## src/rtl/apb_slave_regfile_pkg.sv

```systemverilog
// Shared encodings for the APB register-file completer: FSM states, error causes
// and the default identification word.
package apb_slave_regfile_pkg;

    typedef enum logic [1:0] {
        IDLE = 2'b00,
        WAIT = 2'b01,
        RESP = 2'b10
    } apb_state_e;

    // Debug-only cause of a pslverr response; the bus itself sees one bit.
    typedef enum logic [1:0] {
        APB_ERR_NONE      = 2'd0,
        APB_ERR_UNALIGNED = 2'd1,
        APB_ERR_RANGE     = 2'd2,
        APB_ERR_RO_WRITE  = 2'd3
    } apb_err_e;

    localparam logic [31:0] APB_ID_VALUE = 32'hA9B0_0001;
    localparam int          APB_CNT_W    = 4;

    function automatic logic apb_is_err(input apb_err_e cause);
        return cause != APB_ERR_NONE;
    endfunction

endpackage

```

## src/rtl/apb_slave_regfile_if.sv

```systemverilog
// APB3 bus bundle shared by a master and the register-file completer.
interface apb_slave_regfile_if #(
    parameter int ADDR_WIDTH = 32,
    parameter int DATA_WIDTH = 32
);
    logic                  psel;
    logic                  penable;
    logic                  pwrite;
    logic [ADDR_WIDTH-1:0] paddr;
    logic [DATA_WIDTH-1:0] pwdata;
    logic [DATA_WIDTH-1:0] prdata;
    logic                  pready;
    logic                  pslverr;

    modport master (
        output psel, penable, pwrite, paddr, pwdata,
        input  prdata, pready, pslverr
    );

    modport slave (
        input  psel, penable, pwrite, paddr, pwdata,
        output prdata, pready, pslverr
    );
endinterface

```

## src/rtl/apb_wait_counter.sv

```systemverilog
// Loadable down-counter; done marks the final wait cycle (count == 1).
module apb_wait_counter #(
    parameter int WIDTH = 4
) (
    input  logic             pclock,
    input  logic             presetn,
    input  logic             load,
    input  logic [WIDTH-1:0] load_val,
    input  logic             dec,
    output logic [WIDTH-1:0] count,
    output logic             done
);

    always_ff @(posedge pclock or negedge presetn) begin
        if (!presetn) begin
            count <= '0;
        end else if (load) begin
            count <= load_val;
        end else if (dec && count != '0) begin
            count <= count - 1'b1;
        end
    end

    assign done = (count == WIDTH'(1));

endmodule

```

## src/rtl/apb_slave_regfile.sv

```systemverilog
// APB3 completer with a word register file, programmable wait states and
// pslverr on unaligned, out-of-range or read-only accesses.
module apb_slave_regfile
    import apb_slave_regfile_pkg::*;
#(
    parameter int                    ADDR_WIDTH  = 32,
    parameter int                    DATA_WIDTH  = 32,
    parameter int                    NUM_REGS    = 16,
    parameter int                    WAIT_CYCLES = 0,
    parameter logic [DATA_WIDTH-1:0] ID_VALUE    = DATA_WIDTH'(APB_ID_VALUE)
) (
    input  logic                           pclock,
    input  logic                           presetn,
    apb_slave_regfile_if.slave             bus,
    output logic [NUM_REGS*DATA_WIDTH-1:0] regs_flat
);

    localparam int                    IDX_W    = (NUM_REGS > 1) ? $clog2(NUM_REGS) : 1;
    localparam logic [ADDR_WIDTH-1:0] REG_SPAN = ADDR_WIDTH'(4 * NUM_REGS);

    typedef struct packed {
        logic                  write;
        logic [IDX_W-1:0]      idx;
        logic [DATA_WIDTH-1:0] wdata;
        apb_err_e              err;
    } req_t;

    apb_state_e                           state;
    req_t                                 req;
    logic [NUM_REGS-1:0][DATA_WIDTH-1:0]  regs;
    logic [DATA_WIDTH-1:0]                prdata_q;
    logic                                 pready_q;
    logic                                 pslverr_q;

    logic                  setup;
    logic [IDX_W-1:0]      dec_idx;
    apb_err_e              dec_err;
    logic [IDX_W-1:0]      rd_idx;
    logic                  rd_blank;
    logic [DATA_WIDTH-1:0] rd_data;
    logic                  commit;
    logic [APB_CNT_W-1:0]  cnt;
    logic                  cnt_done;

    assign setup   = bus.psel && !bus.penable;
    assign dec_idx = bus.paddr[IDX_W+1:2];

    // Priority only affects the debug cause; any hit raises pslverr.
    always_comb begin
        dec_err = APB_ERR_NONE;
        if (bus.paddr[1:0] != 2'b00)
            dec_err = APB_ERR_UNALIGNED;
        else if (bus.paddr >= REG_SPAN)
            dec_err = APB_ERR_RANGE;
        else if (bus.pwrite && dec_idx == '0)
            dec_err = APB_ERR_RO_WRITE;
    end

    // With no wait states RESP is entered straight from the setup phase, so
    // the read has to be resolved from the live bus instead of the capture.
    always_comb begin
        if (state == IDLE) begin
            rd_idx   = dec_idx;
            rd_blank = bus.pwrite || apb_is_err(dec_err);
        end else begin
            rd_idx   = req.idx;
            rd_blank = req.write || apb_is_err(req.err);
        end
        rd_data = rd_blank ? '0 : regs[rd_idx];
    end

    assign commit = (state == RESP) && bus.psel && bus.penable && bus.pwrite &&
                    req.write && !apb_is_err(req.err);

    apb_wait_counter #(
        .WIDTH(APB_CNT_W)
    ) u_wait (
        .pclock  (pclock),
        .presetn (presetn),
        .load    ((state == IDLE) && setup),
        .load_val(APB_CNT_W'(WAIT_CYCLES)),
        .dec     ((state == WAIT) && !cnt_done && (cnt != '0)),
        .count   (cnt),
        .done    (cnt_done)
    );

    always_ff @(posedge pclock or negedge presetn) begin
        if (!presetn) begin
            state     <= IDLE;
            req       <= '0;
            pready_q  <= 1'b0;
            pslverr_q <= 1'b0;
            prdata_q  <= '0;
        end else begin
            pready_q  <= 1'b0;
            pslverr_q <= 1'b0;
            prdata_q  <= '0;
            case (state)
                IDLE: begin
                    if (setup) begin
                        req <= '{write: bus.pwrite, idx: dec_idx,
                                 wdata: bus.pwdata, err: dec_err};
                        if (WAIT_CYCLES == 0) begin
                            state     <= RESP;
                            pready_q  <= 1'b1;
                            pslverr_q <= apb_is_err(dec_err);
                            prdata_q  <= rd_data;
                        end else begin
                            state <= WAIT;
                        end
                    end
                end
                WAIT: begin
                    if (!bus.psel) begin
                        state <= IDLE;
                    end else if (cnt_done && bus.penable) begin
                        state     <= RESP;
                        pready_q  <= 1'b1;
                        pslverr_q <= apb_is_err(req.err);
                        prdata_q  <= rd_data;
                    end
                end
                RESP:    state <= IDLE;
                default: state <= IDLE;
            endcase
        end
    end

    assign regs[0] = ID_VALUE;

    for (genvar r = 1; r < NUM_REGS; r++) begin : g_reg
        logic [DATA_WIDTH-1:0] q;
        always_ff @(posedge pclock or negedge presetn) begin
            if (!presetn)
                q <= '0;
            else if (commit && req.idx == IDX_W'(r))
                q <= req.wdata;
        end
        assign regs[r] = q;
    end

    assign regs_flat   = regs;
    assign bus.pready  = pready_q;
    assign bus.pslverr = pslverr_q;
    assign bus.prdata  = prdata_q;

endmodule

```

## src/flat_wrapper.sv

```systemverilog
// flat-port wrapper written by rule: the top's interface ports become plain ports
module apb_slave_regfile_flat import apb_slave_regfile_pkg::*;
#(
    parameter int                    ADDR_WIDTH  = 32,
    parameter int                    DATA_WIDTH  = 32,
    parameter int                    NUM_REGS    = 16,
    parameter int                    WAIT_CYCLES = 0,
    parameter logic [DATA_WIDTH-1:0] ID_VALUE    = DATA_WIDTH'(APB_ID_VALUE)
)
  (pclock, presetn, regs_flat, bus_psel, bus_penable, bus_pwrite, bus_paddr, bus_pwdata, bus_prdata, bus_pready, bus_pslverr);
  apb_slave_regfile_if #(.ADDR_WIDTH(ADDR_WIDTH), .DATA_WIDTH(DATA_WIDTH)) bus_i ();
  input  logic pclock;
  input  logic presetn;
  output logic [NUM_REGS*DATA_WIDTH-1:0] regs_flat;
  input wire logic [$bits(bus_i.psel)-1:0] bus_psel;
  input wire logic [$bits(bus_i.penable)-1:0] bus_penable;
  input wire logic [$bits(bus_i.pwrite)-1:0] bus_pwrite;
  input wire logic [$bits(bus_i.paddr)-1:0] bus_paddr;
  input wire logic [$bits(bus_i.pwdata)-1:0] bus_pwdata;
  output wire logic [$bits(bus_i.prdata)-1:0] bus_prdata;
  output wire logic [$bits(bus_i.pready)-1:0] bus_pready;
  output wire logic [$bits(bus_i.pslverr)-1:0] bus_pslverr;
  assign bus_i.psel = bus_psel;
  assign bus_i.penable = bus_penable;
  assign bus_i.pwrite = bus_pwrite;
  assign bus_i.paddr = bus_paddr;
  assign bus_i.pwdata = bus_pwdata;
  assign bus_prdata = bus_i.prdata;
  assign bus_pready = bus_i.pready;
  assign bus_pslverr = bus_i.pslverr;
  apb_slave_regfile #(.ADDR_WIDTH(ADDR_WIDTH), .DATA_WIDTH(DATA_WIDTH), .NUM_REGS(NUM_REGS), .WAIT_CYCLES(WAIT_CYCLES), .ID_VALUE(ID_VALUE)) u_core (.pclock(pclock), .presetn(presetn), .bus(bus_i), .regs_flat(regs_flat));
endmodule
```

## config.mk

```make
export PLATFORM = sky130hd
export DESIGN_NAME = apb_slave_regfile_flat
export DESIGN_NICKNAME = d
export VERILOG_FILES = /design/src/rtl/apb_slave_regfile_pkg.sv /design/src/rtl/apb_slave_regfile_if.sv /design/src/rtl/apb_wait_counter.sv /design/src/rtl/apb_slave_regfile.sv /design/src/flat_wrapper.sv
export SDC_FILE = /design/constraint.sdc
export NUM_CORES = 1
export LEC_CHECK = 0
export CORE_ASPECT_RATIO = 0.75
export CORE_UTILIZATION = 46
export CTS_BUF_LIST = sky130_fd_sc_hd__clkbuf_8
export DETAILED_ROUTE_END_ITERATION = 10
export PLACE_DENSITY = 0.78
export RECOVER_POWER = 100
export SLEW_MARGIN = 15
export SYNTH_ARGS = -nofsm -noshare
export SYNTH_HDL_FRONTEND = slang
export SYNTH_SLANG_ARGS = --single-unit
```

## constraint.sdc

```tcl
create_clock -name pclock -period 2 [get_ports pclock]
set_input_delay 0.2 -clock pclock [delete_from_list [all_inputs] [get_ports pclock]]
set_output_delay 0.2 -clock pclock [all_outputs]
set_load 0.02 [all_outputs]
```

; Word-level counts from Yosys, hierarchy flattened
; Index checks and enable logic that the tools add are counted.
; Widths: inputs -> output; s select.
[classes]
add_sub_neg = 1
eq_ne = 20
order_cmp = 2
n_reduce_logical = 41
muxes = 26
[op_table]
columns = operator, count
row1 = $mux 32, 5
row2 = $bmux 32 s4, 1
row3 = $pmux 32 s2, 1
row4 = $eq 4x4->1 const B, 8
row5 = $ge 32x7->1 const B, 1
row6 = $logic_and 1x1->1, 27
row7 = $eq 4x3->1 const B, 4
row8 = $mux 2, 6
row9 = $mux 4, 3
row10 = $eq 4x1->1 const B, 2
row11 = $eq 4x2->1 const B, 2
row12 = $reduce_bool 2->1, 4
row13 = $mux 1, 7
row14 = $lt 4x5->1 const B, 1
row15 = $logic_not 4->1, 1
row16 = $pmux 1 s2, 2
row17 = $pmux 2 s2, 1
row18 = $reduce_and 2->1, 2
row19 = $reduce_bool 4->1, 1
row20 = $sub 4x1->4 const B, 1
row21 = $logic_not 1->1, 3
row22 = $ne 3x3->1 const B, 1
row23 = $eq 2x1->1 const B, 1
row24 = $eq 2x2->1 const B, 1
row25 = other kinds (3), 4
[totals]
wordCells = 114
regBits = 559
output_inout_bits = 546

; Logic depth before layout (Yosys ltp)
[logic_depth]
ltp_word = 12
mapped_depth = 10
mapped_depth_nobuf = 5

; Worst setup path after synthesis
; OpenSTA, ideal clock, no wires.
[synth_timing]
path_kind = register to register
from = register u_core.state[1]
to = register u_core.prdata_q[30] (netlist: u_core.bus.prdata[30])
t_arrival_ns = 1.940
setup_ns = 0.096
required_time_ns = 1.904
path_stages_with_launch = 9
path_buffers = 4
slack_ns = -0.036
path_cell_list = dfrtp_1 buf_6 mux2_4 buf_8 buf_12 buf_12 mux2i_1 a221o_1 nor4_2
[synth_between]
elab_chain_len = 8
word_cells_on_any_way = 11
classes_between = eq/ne (1) / mux (9) / reduce/logical (1)
[synth_rtl]
columns = element, line
row1 = from (decl), apb_slave_regfile.sv:28  ; apb_state_e state;
row2 = from (signal assigned), apb_slave_regfile.sv:89  ; state <= IDLE;
row3 = from (signal assigned), apb_slave_regfile.sv:104  ; state <= RESP;
row4 = from (signal assigned), apb_slave_regfile.sv:109  ; state <= WAIT;
row5 = $logic_not 2->1, "apb_slave_regfile.sv:62, apb_slave_regfile.sv:98"
row6 = $mux 4, apb_slave_regfile.sv:62  ; if (state == IDLE) begin
row7 = $bmux 32 s4, apb_slave_regfile.sv:69  ; rd_data = rd_blank ? '0 : regs[rd_idx];
row8 = $mux 32 (not written as such), apb_slave_regfile.sv:69
row9 = $mux 32, apb_slave_regfile.sv:69
row10 = $mux 32, apb_slave_regfile.sv:116  ; end else if (cnt_done && bus.penable) begin
row11 = $mux 32, apb_slave_regfile.sv:114  ; if (!bus.psel) begin
row12 = $pmux 32 s2 (*), apb_slave_regfile.sv:98  ; case (state)
row13 = to (signal assigned), apb_slave_regfile.sv:107  ; prdata_q <= rd_data;
row14 = to (signal assigned), apb_slave_regfile.sv:120  ; prdata_q <= rd_data;
row15 = to (decl), apb_slave_regfile.sv:31  ; logic [DATA_WIDTH-1:0] prdata_q;
; Mark *: on every way between the ends. The rest lies on a longest branch, timed or not. The select of a mux whose other input is x is not followed.
; A chain may end at the register's enable or synchronous reset.

; Worst setup path after layout
[layout_timing]
from = register u_core.state[1]
to = register u_core.g_reg[8].q[31]
[layout_between]
elab_chain_len = 7
[layout_rtl]
columns = element, line
row1 = $eq 2x2->1, apb_slave_regfile.sv:72  ; assign commit = (state == RESP) && bus.psel && bus.penable && bus.pwrite &&
row2 = $logic_and 1x1->1 (4 in series), apb_slave_regfile.sv:72
row3 = $logic_and 1x1->1, apb_slave_regfile.sv:73  ; req.write && !apb_is_err(req.err);
row4 = $logic_and 1x1->1, apb_slave_regfile.sv:136  ; else if (commit && req.idx == IDX_W'(r))
row5 = to (signal assigned), apb_slave_regfile.sv:137  ; q <= req.wdata;
row6 = to (decl), apb_slave_regfile.sv:132  ; logic [DATA_WIDTH-1:0] q;
; Every way passes these cells.

==> impl_results.md <==
- Top cell type's share of synthesized area: 55.4%
- Worst-margin pin slew: 2.12 ns
- Root Driver: clkbuf_8
- WL final: 116000 um
- Most frequent CP cell: buf_6
- Die footprint: 0.0554 mm^2
- CP Launch Type: register
- Clock Power Share: 40.2%
- DR pass1 iterations: 6
- Clock latency on the worst-skew pair: 0.70 ns
- Fmax: approximately 440 MHz
- Internal power: approximately 18 mW
- Yosys warns: 0
- Register area share after synthesis: 55.4%
- Mapped cell area: 0.0250 mm^2
- RSZ-0062 raised after global routing: true
- Initial Util: 46.9%
- Layout cells sized above 1: 37.0%
- Initial antenna violation count: 2
- Fin Clk Skew: between 0.03 and 0.04 ns
- Longest Clk Path Bufs: 3
- Seq pwr share: 46.9%
- Die Y-Extent: roughly 200 um
- Nets: 2883
- Port-buffer cells: around 580
- Worst IR Drop VDD: 0.510 mV
- Crit path DAT: 2.86 ns
- Placed Instances: ~3300
- Worst Path Required: 2.57 ns
- Via count: 22300
- Slew headroom: -41.5%
- N_diodes: 0
- Minimum clock period: 2.30 ns
- Maxcap violations: 1
- Global-route wire length before repair: between 100000 and 150000 um
- Worst hold-check path type: input port to register
- Post-synthesis cell count: 1995
- Area leader, netlist: dfrtp_1
- Avg Inst Size Synth: 12.5 um^2
- Dpl ws: -0.661 ns
- Tot Pwr: approximately 26 mW
- Crit path cell chain: nand3_2 -> nor4_4 -> buf_4 -> nor3b_4 -> buf_6 -> nand3b_1 -> buf_6 -> clkbuf_16 -> mux2_2
- Critical Path Fanout Max: 6
- Setup TNS: -94.91 ns
- GRT overflow: 0
- Die width: 271 um
- Synthesis-stage register bit count: 554
- Setup-failing EPs final: 623
- Synth top area cells: dfrtp_1 55%, mux2_2 21%, nand2_1 5.1%
- Leakage: 18.0 nW
- Critical Path Max Stage Delay: 0.45 ns
- CP endpoint kind: register
- Post-synth ARST share: 100%
- Row count: 73
- GRT Overall Usage: 36.5%
- Period utilisation layout: 115%
- Residual DRC count: 0
- Via/cell ratio: 6.21
- Post-synth EDFFs: 0
- Status: finished, violations left
- Final hold vios: 0
- DRT iter0 DRCs: 2694
- Routed Antenna Nets: 0
- Yosys cell types: 42
- Placeable Area: 0.0533 mm^2
- Commonest cells in the netlist: 554 x dfrtp_1, 476 x mux2_2, 341 x nand2_1, 100 x nand3_1, 77 x clkbuf_1
- Sw Ratio: 28.4%
- Post-DR wirelength/cell: 32.4 um
- Failing checks: capacitance limit, slew limit, setup timing
- Max Slew Vio Count: 55
- P&R area growth vs syn: 55.5%
- Top-count cell post-synth: dfrtp_1
- Gate power share: 13.0%
- Vias in the first global route: 21500
- Clock-pin slew on the worst setup and hold paths: 0.07 ns
- Post-DP HPWL: between 60000 and 70000 um
- Clock sinks: 554
- Worst Setup Path Type: register to register
- Final Wtd Congestion: 0.957
- Sw Pwr: 7.27 mW
- Worst path slowest cell: dfrtp_2
- Pin count of the biggest net entering global routing: just under 80
- Hold_ws: 0.0403 ns
- I/O pins: 615
- Power Dens Cells: about 660 mW/mm^2
- Main synth FF type: dfrtp_1
- Setup ws final: -0.296 ns
- Non-Filler Instances: between 3000 and 4000
- CTS Buf Count: 89
- CTS tree: done
- H-tree lvl count: 3
-- placed cells by master, fill, tap and decap left out, types with 9 or more instances in the layout --
cell and instances:
dfrtp_1 553, mux4_2 16, buf_6 48, inv_1 29, nor4_1 11, nand2_1 340, clkbuf_8 120, mux2_4 297
conb_1 32, buf_8 13, buf_12 76, dlygate4sd3_1 13, buf_4 97, clkdlybuf4s50_1 581, buf_16 18, a21oi_1 41
clkbuf_16 32, a221oi_2 19, nor4_2 27, mux2_2 206, nor2_1 9, nor2_4 10, nand3_1 95, a221o_1 24
mux2i_1 56
-- metal layers --
layer	vias up	track usage [%]	routed length, um
met2	1777	56.6	51800
met5	-	0	32
met4	4	14.6	6680
li1	8665	-	-
met3	446	9.74	14700
met1	11400	48.9	43200
-- logic make-up (layout without fill, tap and decap cells) --
logic type | after synthesis | after routing | share of synthesized area, %
buffers and inverters | 199 | 1053 | 4.34
AO/OA/AOI/OAI | 126 | 126 | 3.73
AND/OR/NAND/NOR | 531 | 531 | 9.82
multiplexers | 583 | 585 | 26.7
other | 2 | 32 | 0.0300
flip-flops | 554 | 554 | 55.4
-- repair_timing --
action / 4_1_cts / 5_1_grt
resized for setup: 147 / 360
cloned: 18 / 36
buffers inserted: 42 / 50
endpoints found under the hold margin: 444 / 0
hold buffers: 13 / 0
endpoints found under the setup margin: 609 / 605
pin swaps: 34 / 40
-- worst max-delay path, delay by kind of cell, from the launching register on --
| family | cells | cell delay, ns |
|---|---|---|
| flip-flops | 1 | 0.45 |
| AND/OR/NAND/NOR | 4 | 0.72 |
| buffers and inverters | 4 | 0.73 |
| multiplexers | 1 | 0.28 |
-- power groups by stage --
stage / combinational, mW / sequential (mW) / clock (mW)
finish: 3.33 / 12.0 / 10.3
detailed placement: 2.54 / 12.1 / 0
global placement: 2.49 / 12.1 / 0
floorplan: 1.35 / 11.8 / 0
CTS: 2.92 / 11.9 / 10.3
global route: 3.44 / 12.0 / 10.8
-- path summary, 6_finish.rpt --
path / from / end / slack, ns / depth (start not counted)
worst min-delay path: bus_pwdata[12] / u_core.req[14] / 0.04 / 3
worst max-delay path: u_core.state[1] / u_core.g_reg[8].q[31] / -0.30 / 9
worst min register to register: u_core.req[38] / u_core.req[38] / 0.51 / 2
min in group asynchronous: presetn / u_core.g_reg[4].q[7] / 0.61 / 2
max in group asynchronous: presetn / u_core.g_reg[13].q[23] / -0.09 / 3
worst max register to register: u_core.state[1] / u_core.g_reg[8].q[31] / -0.30 / 9
-- metrics by stage --
step | util [%] | cell area [um^2]
3_5_place_dp | 61.9 | 33000
2_1_floorplan | - | 25100
4_1_cts | 68.3 | 36400
3_3_place_gp | 61.9 | 33000
5_1_grt | 73.0 | 38900
6_report | 73.0 | 38900
-- final cells by class --
cell class	instances	area [um^2]
flip-flops and latches	554	13900
clock inverters	40	236
inverters	2	7.51
well taps	712	891
clock buffers	118	1620
fillers	3284	14400
multi-input cells	1274	11900
repair buffers	893	10400
-- state kept, by name, summed over array words and instances (netlist names) --
| name | count |
|---|---|
| u_core.g.q | 480 |
| u_core.req | 39 |
| u_core.bus.prdata | 32 |
| u_core.bus.pready | 1 |
| u_core.bus.pslverr | 1 |
| u_core.state | 1 |
No activity file was read; power rests on OpenSTA's default activity.
